[src/rtl/mem_fill_arbiter_pkg.sv]
// Shared types and constants for the cache-fill / write-through memory arbiter.
package mem_fill_pkg;

  localparam int WORDS_PER_BLOCK = 8;
  localparam int MEM_LATENCY     = 4;
  localparam int BLOCK_OFFSET_W  = 4;
  localparam int ADDR_W          = 16;
  localparam int DATA_W          = 16;
  localparam int IDX_W           = $clog2(WORDS_PER_BLOCK);
  localparam int CNT_W           = $clog2(WORDS_PER_BLOCK) + 1;

  typedef enum logic [1:0] {
    ST_IDLE,
    ST_FILL_I,
    ST_FILL_D,
    ST_WRITE
  } state_e;

  function automatic logic [ADDR_W-1:0] block_base(input logic [ADDR_W-1:0] addr);
    return {addr[ADDR_W-1:BLOCK_OFFSET_W], BLOCK_OFFSET_W'(0)};
  endfunction

endpackage

[src/rtl/mem_fill_arbiter_if.sv]
// Cache-side request/fill signals and memory-side port bundle of the arbiter.
// master = arbiter view, slave = caches plus main memory.
interface mem_fill_arbiter_if;
  import mem_fill_pkg::*;

  logic              i_fetch;
  logic [ADDR_W-1:0] i_addr;
  logic              d_fetch;
  logic [ADDR_W-1:0] d_addr;
  logic              d_wr_req;
  logic [ADDR_W-1:0] d_wr_addr;
  logic [DATA_W-1:0] d_wr_data;
  logic              mem_data_valid;
  logic [DATA_W-1:0] mem_data_in;
  logic [ADDR_W-1:0] mem_addr;
  logic              mem_read_en;
  logic              mem_write_en;
  logic [DATA_W-1:0] mem_write_data;
  logic              i_fill_we;
  logic              d_fill_we;
  logic [IDX_W-1:0]  fill_word_idx;
  logic [DATA_W-1:0] fill_data;
  logic              i_fill_done;
  logic              d_fill_done;
  logic              d_wr_ack;
  logic              i_busy;
  logic              d_busy;

  modport master (
    input  i_fetch, i_addr, d_fetch, d_addr, d_wr_req, d_wr_addr, d_wr_data,
           mem_data_valid, mem_data_in,
    output mem_addr, mem_read_en, mem_write_en, mem_write_data,
           i_fill_we, d_fill_we, fill_word_idx, fill_data,
           i_fill_done, d_fill_done, d_wr_ack, i_busy, d_busy
  );

  modport slave (
    output i_fetch, i_addr, d_fetch, d_addr, d_wr_req, d_wr_addr, d_wr_data,
           mem_data_valid, mem_data_in,
    input  mem_addr, mem_read_en, mem_write_en, mem_write_data,
           i_fill_we, d_fill_we, fill_word_idx, fill_data,
           i_fill_done, d_fill_done, d_wr_ack, i_busy, d_busy
  );

endinterface

[src/rtl/mem_fill_arbiter_counter.sv]
// Issue and receive word counters for one block fill; cleared while the arbiter idles.
// issue_done once all reads are issued, last_word while the final word is being received.
module mem_fill_counter
  import mem_fill_pkg::*;
(
  input  logic             clk,
  input  logic             rst_n,
  input  logic             clr_i,
  input  logic             issue_en_i,
  input  logic             recv_en_i,
  output logic [IDX_W-1:0] issue_idx_o,
  output logic [IDX_W-1:0] recv_idx_o,
  output logic             issue_done_o,
  output logic             last_word_o
);

  logic [CNT_W-1:0] issue_cnt_q, issue_cnt_d;
  logic [CNT_W-1:0] recv_cnt_q, recv_cnt_d;

  always_ff @(posedge clk or negedge rst_n) begin
    if (!rst_n) begin
      issue_cnt_q <= '0;
      recv_cnt_q  <= '0;
    end else begin
      issue_cnt_q <= issue_cnt_d;
      recv_cnt_q  <= recv_cnt_d;
    end
  end

  always_comb begin
    issue_cnt_d = issue_cnt_q;
    recv_cnt_d  = recv_cnt_q;
    if (clr_i) begin
      issue_cnt_d = '0;
      recv_cnt_d  = '0;
    end else begin
      if (issue_en_i) issue_cnt_d = issue_cnt_q + CNT_W'(1);
      if (recv_en_i)  recv_cnt_d  = recv_cnt_q + CNT_W'(1);
    end
  end

  assign issue_idx_o  = issue_cnt_q[IDX_W-1:0];
  assign recv_idx_o   = recv_cnt_q[IDX_W-1:0];
  assign issue_done_o = (issue_cnt_q == CNT_W'(WORDS_PER_BLOCK));
  assign last_word_o  = (recv_cnt_q == CNT_W'(WORDS_PER_BLOCK - 1));

endmodule

[src/rtl/mem_fill_arbiter.sv]
// Arbitrates I/D block fills and D write-throughs onto a pipelined main memory.
// Fill: 12 busy cycles from grant; write: 1 cycle. Requesters hold requests until done/ack.
module mem_fill_arbiter
  import mem_fill_pkg::*;
(
  input  logic                clk,
  input  logic                rst_n,
  mem_fill_arbiter_if.master  mem_if
);

  state_e            state_q, state_d;
  logic [ADDR_W-1:0] base_q, base_d;

  logic              issue_done, last_word;
  logic [IDX_W-1:0]  issue_idx, recv_idx;
  logic              filling, fill_we;
  logic              rd_en, wr_en;
  logic [ADDR_W-1:0] addr;
  logic              i_done, d_done;

  always_ff @(posedge clk or negedge rst_n) begin
    if (!rst_n) begin
      state_q <= ST_IDLE;
      base_q  <= '0;
    end else begin
      state_q <= state_d;
      base_q  <= base_d;
    end
  end

  assign filling = (state_q == ST_FILL_I) || (state_q == ST_FILL_D);
  // Memory returns in issue order, so receive count alone tracks the word index.
  assign fill_we = filling && mem_if.mem_data_valid;

  always_comb begin
    state_d = state_q;
    base_d  = base_q;
    rd_en   = 1'b0;
    wr_en   = 1'b0;
    addr    = '0;
    i_done  = 1'b0;
    d_done  = 1'b0;
    case (state_q)
      ST_IDLE: begin
        if (mem_if.d_wr_req) begin
          state_d = ST_WRITE;
        end else if (mem_if.d_fetch) begin
          state_d = ST_FILL_D;
          base_d  = block_base(mem_if.d_addr);
        end else if (mem_if.i_fetch) begin
          state_d = ST_FILL_I;
          base_d  = block_base(mem_if.i_addr);
        end
      end
      ST_FILL_I, ST_FILL_D: begin
        if (!issue_done) begin
          rd_en = 1'b1;
          addr  = base_q + ADDR_W'({issue_idx, 1'b0});
        end
        if (fill_we && last_word) begin
          state_d = ST_IDLE;
          i_done  = (state_q == ST_FILL_I);
          d_done  = (state_q == ST_FILL_D);
        end
      end
      ST_WRITE: begin
        wr_en   = 1'b1;
        addr    = mem_if.d_wr_addr;
        state_d = ST_IDLE;
      end
      default: state_d = ST_IDLE;
    endcase
  end

  mem_fill_counter u_cnt (
    .clk          (clk),
    .rst_n        (rst_n),
    .clr_i        (state_q == ST_IDLE),
    .issue_en_i   (rd_en),
    .recv_en_i    (fill_we),
    .issue_idx_o  (issue_idx),
    .recv_idx_o   (recv_idx),
    .issue_done_o (issue_done),
    .last_word_o  (last_word)
  );

  assign mem_if.mem_addr       = addr;
  assign mem_if.mem_read_en    = rd_en;
  assign mem_if.mem_write_en   = wr_en;
  assign mem_if.mem_write_data = wr_en ? mem_if.d_wr_data : '0;
  assign mem_if.d_wr_ack       = wr_en;
  assign mem_if.i_fill_we      = fill_we && (state_q == ST_FILL_I);
  assign mem_if.d_fill_we      = fill_we && (state_q == ST_FILL_D);
  assign mem_if.fill_word_idx  = fill_we ? recv_idx : '0;
  assign mem_if.fill_data      = fill_we ? mem_if.mem_data_in : '0;
  assign mem_if.i_fill_done    = i_done;
  assign mem_if.d_fill_done    = d_done;
  assign mem_if.i_busy         = (state_q == ST_FILL_I);
  assign mem_if.d_busy         = (state_q == ST_FILL_D) || (state_q == ST_WRITE);

endmodule
[src/flat_wrapper.sv]
// flat-port wrapper written by rule: the top's interface ports become plain ports
module mem_fill_arbiter_flat import mem_fill_pkg::*;
  (clk, rst_n, mem_if_i_fetch, mem_if_i_addr, mem_if_d_fetch, mem_if_d_addr, mem_if_d_wr_req, mem_if_d_wr_addr, mem_if_d_wr_data, mem_if_mem_data_valid, mem_if_mem_data_in, mem_if_mem_addr, mem_if_mem_read_en, mem_if_mem_write_en, mem_if_mem_write_data, mem_if_i_fill_we, mem_if_d_fill_we, mem_if_fill_word_idx, mem_if_fill_data, mem_if_i_fill_done, mem_if_d_fill_done, mem_if_d_wr_ack, mem_if_i_busy, mem_if_d_busy);
  mem_fill_arbiter_if mem_if_i ();
  input  logic clk;
  input  logic rst_n;
  input wire logic [$bits(mem_if_i.i_fetch)-1:0] mem_if_i_fetch;
  input wire logic [$bits(mem_if_i.i_addr)-1:0] mem_if_i_addr;
  input wire logic [$bits(mem_if_i.d_fetch)-1:0] mem_if_d_fetch;
  input wire logic [$bits(mem_if_i.d_addr)-1:0] mem_if_d_addr;
  input wire logic [$bits(mem_if_i.d_wr_req)-1:0] mem_if_d_wr_req;
  input wire logic [$bits(mem_if_i.d_wr_addr)-1:0] mem_if_d_wr_addr;
  input wire logic [$bits(mem_if_i.d_wr_data)-1:0] mem_if_d_wr_data;
  input wire logic [$bits(mem_if_i.mem_data_valid)-1:0] mem_if_mem_data_valid;
  input wire logic [$bits(mem_if_i.mem_data_in)-1:0] mem_if_mem_data_in;
  output wire logic [$bits(mem_if_i.mem_addr)-1:0] mem_if_mem_addr;
  output wire logic [$bits(mem_if_i.mem_read_en)-1:0] mem_if_mem_read_en;
  output wire logic [$bits(mem_if_i.mem_write_en)-1:0] mem_if_mem_write_en;
  output wire logic [$bits(mem_if_i.mem_write_data)-1:0] mem_if_mem_write_data;
  output wire logic [$bits(mem_if_i.i_fill_we)-1:0] mem_if_i_fill_we;
  output wire logic [$bits(mem_if_i.d_fill_we)-1:0] mem_if_d_fill_we;
  output wire logic [$bits(mem_if_i.fill_word_idx)-1:0] mem_if_fill_word_idx;
  output wire logic [$bits(mem_if_i.fill_data)-1:0] mem_if_fill_data;
  output wire logic [$bits(mem_if_i.i_fill_done)-1:0] mem_if_i_fill_done;
  output wire logic [$bits(mem_if_i.d_fill_done)-1:0] mem_if_d_fill_done;
  output wire logic [$bits(mem_if_i.d_wr_ack)-1:0] mem_if_d_wr_ack;
  output wire logic [$bits(mem_if_i.i_busy)-1:0] mem_if_i_busy;
  output wire logic [$bits(mem_if_i.d_busy)-1:0] mem_if_d_busy;
  assign mem_if_i.i_fetch = mem_if_i_fetch;
  assign mem_if_i.i_addr = mem_if_i_addr;
  assign mem_if_i.d_fetch = mem_if_d_fetch;
  assign mem_if_i.d_addr = mem_if_d_addr;
  assign mem_if_i.d_wr_req = mem_if_d_wr_req;
  assign mem_if_i.d_wr_addr = mem_if_d_wr_addr;
  assign mem_if_i.d_wr_data = mem_if_d_wr_data;
  assign mem_if_i.mem_data_valid = mem_if_mem_data_valid;
  assign mem_if_i.mem_data_in = mem_if_mem_data_in;
  assign mem_if_mem_addr = mem_if_i.mem_addr;
  assign mem_if_mem_read_en = mem_if_i.mem_read_en;
  assign mem_if_mem_write_en = mem_if_i.mem_write_en;
  assign mem_if_mem_write_data = mem_if_i.mem_write_data;
  assign mem_if_i_fill_we = mem_if_i.i_fill_we;
  assign mem_if_d_fill_we = mem_if_i.d_fill_we;
  assign mem_if_fill_word_idx = mem_if_i.fill_word_idx;
  assign mem_if_fill_data = mem_if_i.fill_data;
  assign mem_if_i_fill_done = mem_if_i.i_fill_done;
  assign mem_if_d_fill_done = mem_if_i.d_fill_done;
  assign mem_if_d_wr_ack = mem_if_i.d_wr_ack;
  assign mem_if_i_busy = mem_if_i.i_busy;
  assign mem_if_d_busy = mem_if_i.d_busy;
  mem_fill_arbiter u_core (.clk(clk), .rst_n(rst_n), .mem_if(mem_if_i));
endmodule
[config.mk]
export PLATFORM = sky130hd
export DESIGN_NAME = mem_fill_arbiter_flat
export DESIGN_NICKNAME = d
export VERILOG_FILES = /design/src/rtl/mem_fill_arbiter_pkg.sv /design/src/rtl/mem_fill_arbiter_if.sv /design/src/rtl/mem_fill_arbiter_counter.sv /design/src/rtl/mem_fill_arbiter.sv /design/src/flat_wrapper.sv
export SDC_FILE = /design/constraint.sdc
export NUM_CORES = 1
export LEC_CHECK = 0
export CAP_MARGIN = 20
export CORE_ASPECT_RATIO = 2
export CORE_MARGIN = 8
export CORE_UTILIZATION = 35
export DETAILED_ROUTE_END_ITERATION = 10
export GPL_ROUTABILITY_DRIVEN = 1
export PLACE_DENSITY = 0.93
export SETUP_SLACK_MARGIN = 0.5
export SYNTH_ARGS = -nofsm -noshare
export SYNTH_HDL_FRONTEND = slang
export SYNTH_HIERARCHICAL = 1
export SYNTH_SLANG_ARGS = --single-unit
[constraint.sdc]
create_clock -name clk -period 3.5 [get_ports clk]
set_input_delay 0.525 -clock clk [delete_from_list [all_inputs] [get_ports clk]]
set_output_delay 0.525 -clock clk [all_outputs]
set_load 0.01 [all_outputs]
======== Word level (Yosys, flattened, before mapping) ========
Index checks and enable logic that the tools add are counted.
storage, ports and cells
  memory bits (writable) .................. 0
  logic and storage cells ................. 51
  flip-flop bits (word level) ............. 26
  memories kept ........................... 0
  memory bits (read-only) ................. 0
  latch bits .............................. 0
  input bits .............................. 86
  output and inout bits ................... 60
cells by class
  reduce and logical (&&, ||, !) cells .... 13
  eq/ne operators ......................... 7
  magnitude comparators ................... 0
  $add $sub $neg .......................... 3
  muxes and demuxes ....................... 23
  div/mod/pow operators ................... 0
  bitwise gates (word level) .............. 1
  shifts and indexed selects .............. 0
  multipliers ............................. 0
operators by type and width
  kind                                                   number
  two-way mux 16 bit                                     5
  case mux 16 bit (2 select lines)                       1
  adder 16 x 4 -> 16 bit                                 1
  two-way mux 4 bit                                      4
  adder 4 x 1 -> 4 bit, second input constant            2
  two-way mux 2 bit                                      4
  two-way mux 1 bit                                      7
  case mux 2 bit (3 select lines)                        1
  nonzero test 2 bit                                     3
  == test 2 bit, second input constant                   2
  == test 4 x 3 -> 1 bit, second input constant          1
  == test 4 bit, second input constant                   1
  logical AND 1 bit                                      4
  inequality test 4 bit, second input constant           1
  two-way mux 3 bit                                      1
  AND reduction 3 bit                                    1
  == test 2 x 1 -> 1 bit, second input constant          1
  logical NOT 2 bit                                      1
  logical OR 1 bit                                       2
  inequality test 2 x 1 -> 1 bit, second input constant  1
  AND reduction 2 bit                                    1
  OR reduction 2 bit                                     1
  inverter 1 bit                                         1

======== Longest topological paths before layout ========
  depth after elaboration ................. 6
  gate-level depth with buffers ........... 9

======== Hierarchy ========
Netlist, hierarchy kept.
by module, submodules not included
  module            cells an instance  seq. area each (µm²)  instances  area each (µm²)
  mem_fill_arbiter  142                350.3                 1          1310.0
  mem_fill_counter  46                 200.2                 1          462.9

======== Worst setup path after synthesis ========
OpenSTA, ideal clock, no wires.
  path type ............................... register to output
  start ................................... register u_core.state_q[1]
  end ..................................... output port mem_if_mem_addr[11]
  arrival time ............................ 1.575 ns
  buffers on the path ..................... 2
  stages on the path, launching flop included .. 8
  setup slack ............................. 1.400 ns
  cells stage by stage .................... dfrtp_1 inv_1 ha_1 nor2b_1 clkbuf_2 buf_2 a22oi_1 nor2_1
between the ends
  word-level cells in the longest chain between the ends .. 3
  elaborated cells between the ends (all ways) .. 5
  classes of those cells .................. eq/ne (3); mux (1); reduce/logical (1)
RTL lines
  what                                                            line                    RTL
  start: declaration                                              mem_fill_arbiter.sv:11  state_e state_q, state_d;
  start signal: assignment                                        mem_fill_arbiter.sv:26  state_q <= state_d;
  == test 2 x 1 -> 1 bit / == test 2 bit (equally long branches)  mem_fill_arbiter.sv:43  case (state_q)
  OR reduction 2 bit                                              mem_fill_arbiter.sv:43
  case mux 16 bit (2 select lines) (*)                            mem_fill_arbiter.sv:43
  end: declaration                                                flat_wrapper.sv:16      output wire logic [$bits(mem_if_i.mem_addr)-1:0] mem_if_mem_addr;
Every way passes the cells marked *; elsewhere a longest branch is shown, timed or not.

======== Worst setup path in the final report ========
  start ................................... register u_core.state_q[0]
  end ..................................... output port mem_if_mem_addr[2]
Same word-level chain as after synthesis.

==> results.md <==
* Antenna cells at 0
* Reg-to-reg setup timing slack at between 1.5 and 2 ns
* Ports at about 150
* Capturing point of the worst reg2reg path: u_core/base_q[13]
* Drt wl/cell at about 17 microns
* # hold bufs at CTS at 0
* Nets@finish at 411
* Initial antenna violation count at 0
* IR drop worst, VDD at between 500 and 600 uV
* Overall die width at 66.3 microns
* Net Count, Synth at between 200 and 300
* Die Span Y at 117 microns
* Max_slew headroom at 57.7%
* Lkg Pwr at about 1.5 nW
* Critical Path Source: u_core/state_q[0]
* Hold slack at ~0.50 ns
* Synth Cell Area at roughly 0.0018 sq mm
* Die area at 0.00774 sq mm
* Worst Setup EP: mem_if_mem_addr[2]
* CP bufs+invs at 4
* Maximum buffer depth of the clock tree at 2
* Vias per cell at 4.95
* Clock sinks at 22
* Count leader, synth: nor2_1
* Instance count on the critical path at 8
* Final antenna-violating net count at 0
* Synth async-reset ratio at 100%
* Iteration-0 DRC Markers at between 80 and 90
* Drt first pass iters at 4
* Crit path time final at 2.88 ns
* Rows at 36
* Post-synthesis average cell area at 9.43 sq um
* CP startpoint kind: register
* Worst Hold Class: in2async
* I/O Buffers at 137
* Fraction of layout cells with a size suffix above 1 at around an eighth
* Worst path top cell family by delay: buffers and inverters
* Commonest cells in the netlist: nor2_1, dfrtp_1, and3_1
* Setup TNS Final at 0 ns
* Synth Register Bits at 22
* Slew Limit Fails at 0
* Cells after synthesis at about 190
* Initial core utilization at 36.4%
* Count of cell types in the netlist at 29
* Area growth from synthesis to layout at 83.4%
* H-tree depth at 1
* Worst R2R Start: u_core/state_q[0]
* Post-synth top area share at a little under a third
* Yosys warns at 6
* CTS root buf: clkbuf_8
* Tcrit/Tclk final at ~82%
* Fmax at roughly 350 MHz
* Dpl hpwl at 5200 microns
* Most common cell on crit path: buf_4
* Via count of the first global-routing pass at around 2,000
* Status: completed
* Core area at about 0.0049 sq mm
* Clock insertion delay at the later pin of the skew report at 0.26 ns
* Largest net degree at the start of global routing at 31
* Worst-path maximum fanout at 23
* Final Hold Fails at 0
* Final Wtd Congestion at 0.758
* Via count at 1,847
* CP arrival at 2.35 ns
* Skew final at between 0.004 and 0.005 ns
* Final WL at around 6400 microns
* EDFF count, synth at 0
* Worst path required time at 2.97 ns
* MaxCap Viol Count at 0
* Setup CP Type: reg2out
* Residual DRC count at 0
* CTS tree: done
* Worst path max stage delay at roughly 0.55 ns
* Clock slew at reported path FFs at 0.08 ns
* Gr usage total at 15.5%
* CP Capture Type: output pin
* Synth area leader: dfrtp_1
* R2R depth at 4
* PwrDens at 678 mW/mm^2
* First-pass GRT wire length at about 9700 microns
* Area contributors post-synth: dfrtp_1, mux2_2, and3_1
* Remaining Overflow, GRT at 0
* CTS buffer count at 3
* Sequential area share after synthesis at 31.1%
* CP cell instances: inv_1 -> ha_1 -> buf_4 -> nor2b_4 -> buf_4 -> a22oi_1 -> nor2_1 -> clkdlybuf4s50_1
* Final setup fails at 0
* Ys flop type: dfrtp_1
* Worst Tran Pin Value at between 0.6 and 0.7 ns
* Unrepaired setup endpoints after global routing: true
* Critical path's slowest cell: clkdlybuf4s50_1
## registers in the layout, summed over array words and instances (netlist names)
signal                    count
u_core/state_q                2
u_core/base_q                12
u_core/u_cnt/issue_cnt_q      4
u_core/u_cnt/recv_cnt_q       4
## repair_timing
action                     in CTS  in global routing
setup endpoints to repair       2                 15
cloned                          0                  1
buffers inserted                0                  1
gates resized for setup         1                  6
## cell type report
cell class | count | area [sq um]
fill | 381 | 1610
timing repair buffer | 145 | 1460
multi-input combinational | 139 | 1080
sequential | 22 | 551
tap | 57 | 71.3
clock buffer | 3 | 41.3
clock inverter | 1 | 30.0
inverter | 6 | 22.5
## report_power, final
group          total, mW  switching, mW  internal (mW)
clock              0.236         0.0833          0.153
sequential         0.436         0.0752          0.361
combinational       1.53          0.700          0.832
## placed cells by master, fill, tap and decap left out, drive strengths merged, types with 2 or more instances in the layout
cell / n
nand2: 2
buf: 8
dfrtp: 22
nand3b: 3
nor2b: 3
o211ai: 3
nand4: 2
ha: 8
clkbuf: 3
and2: 20
mux2i: 2
xnor2: 2
inv: 6
a21oi: 2
clkdlybuf4s50: 135
and3: 21
o21ai: 2
mux2: 26
a21bo: 3
nor2: 23
a22oi: 16
dlymetal6s2s: 2
## stage by stage
stage / instances / power, mW / utilization (%) / setup slack, ns / instance area [sq um]
after floorplan: 188 / 1.25 / - / 1.40 / 1770
after global placement: 366 / 1.88 / 64.2 / 0.829 / 3120
after detailed placement: 366 / 1.93 / 64.2 / 0.773 / 3120
after CTS: 370 / 2.18 / 65.7 / 0.501 / 3200
after global routing: 373 / 2.36 / 66.8 / 0.469 / 3250
final: 373 / 2.20 / 66.8 / 0.623 / 3250
## cells by family (layout without fill, tap and decap cells)
group	count (synthesis)	in the layout	synth area share [%]
DFF	22	22	31.1
and+or+nand+nor	75	75	23.1
xor gates and xnor gates	2	2	0.988
muxes	28	28	19.3
AOI/OAI and AO/OA	26	26	11.2
adders and majority gates	8	8	5.65
buffers and inverters	27	155	8.68
## metal layers
metal | vias to the layer above | track usage, % | part of all wire [%]
met5 | - | 0 | 0
li1 | 900 | - | -
met4 | 0 | 5.31 | 1.4
met2 | 88 | 27.5 | 54
met3 | 8 | 4.03 | 8.6
met1 | 851 | 17.0 | 36
## worst min path at each step
stage | from | endpoint | slack, ns
finish | rst_n | u_core/base_q[7] | 0.50
global route | rst_n | u_core/base_q[7] | 0.50
CTS | u_core/base_q[15] | u_core/base_q[15] | 0.51
detailed placement | u_core/base_q[15] | u_core/base_q[15] | 0.49
global placement | u_core/base_q[15] | u_core/base_q[15] | 0.49
floorplan | rst_n | u_core/base_q[10] | 0.23
Power figures use the tool's default switching activity.
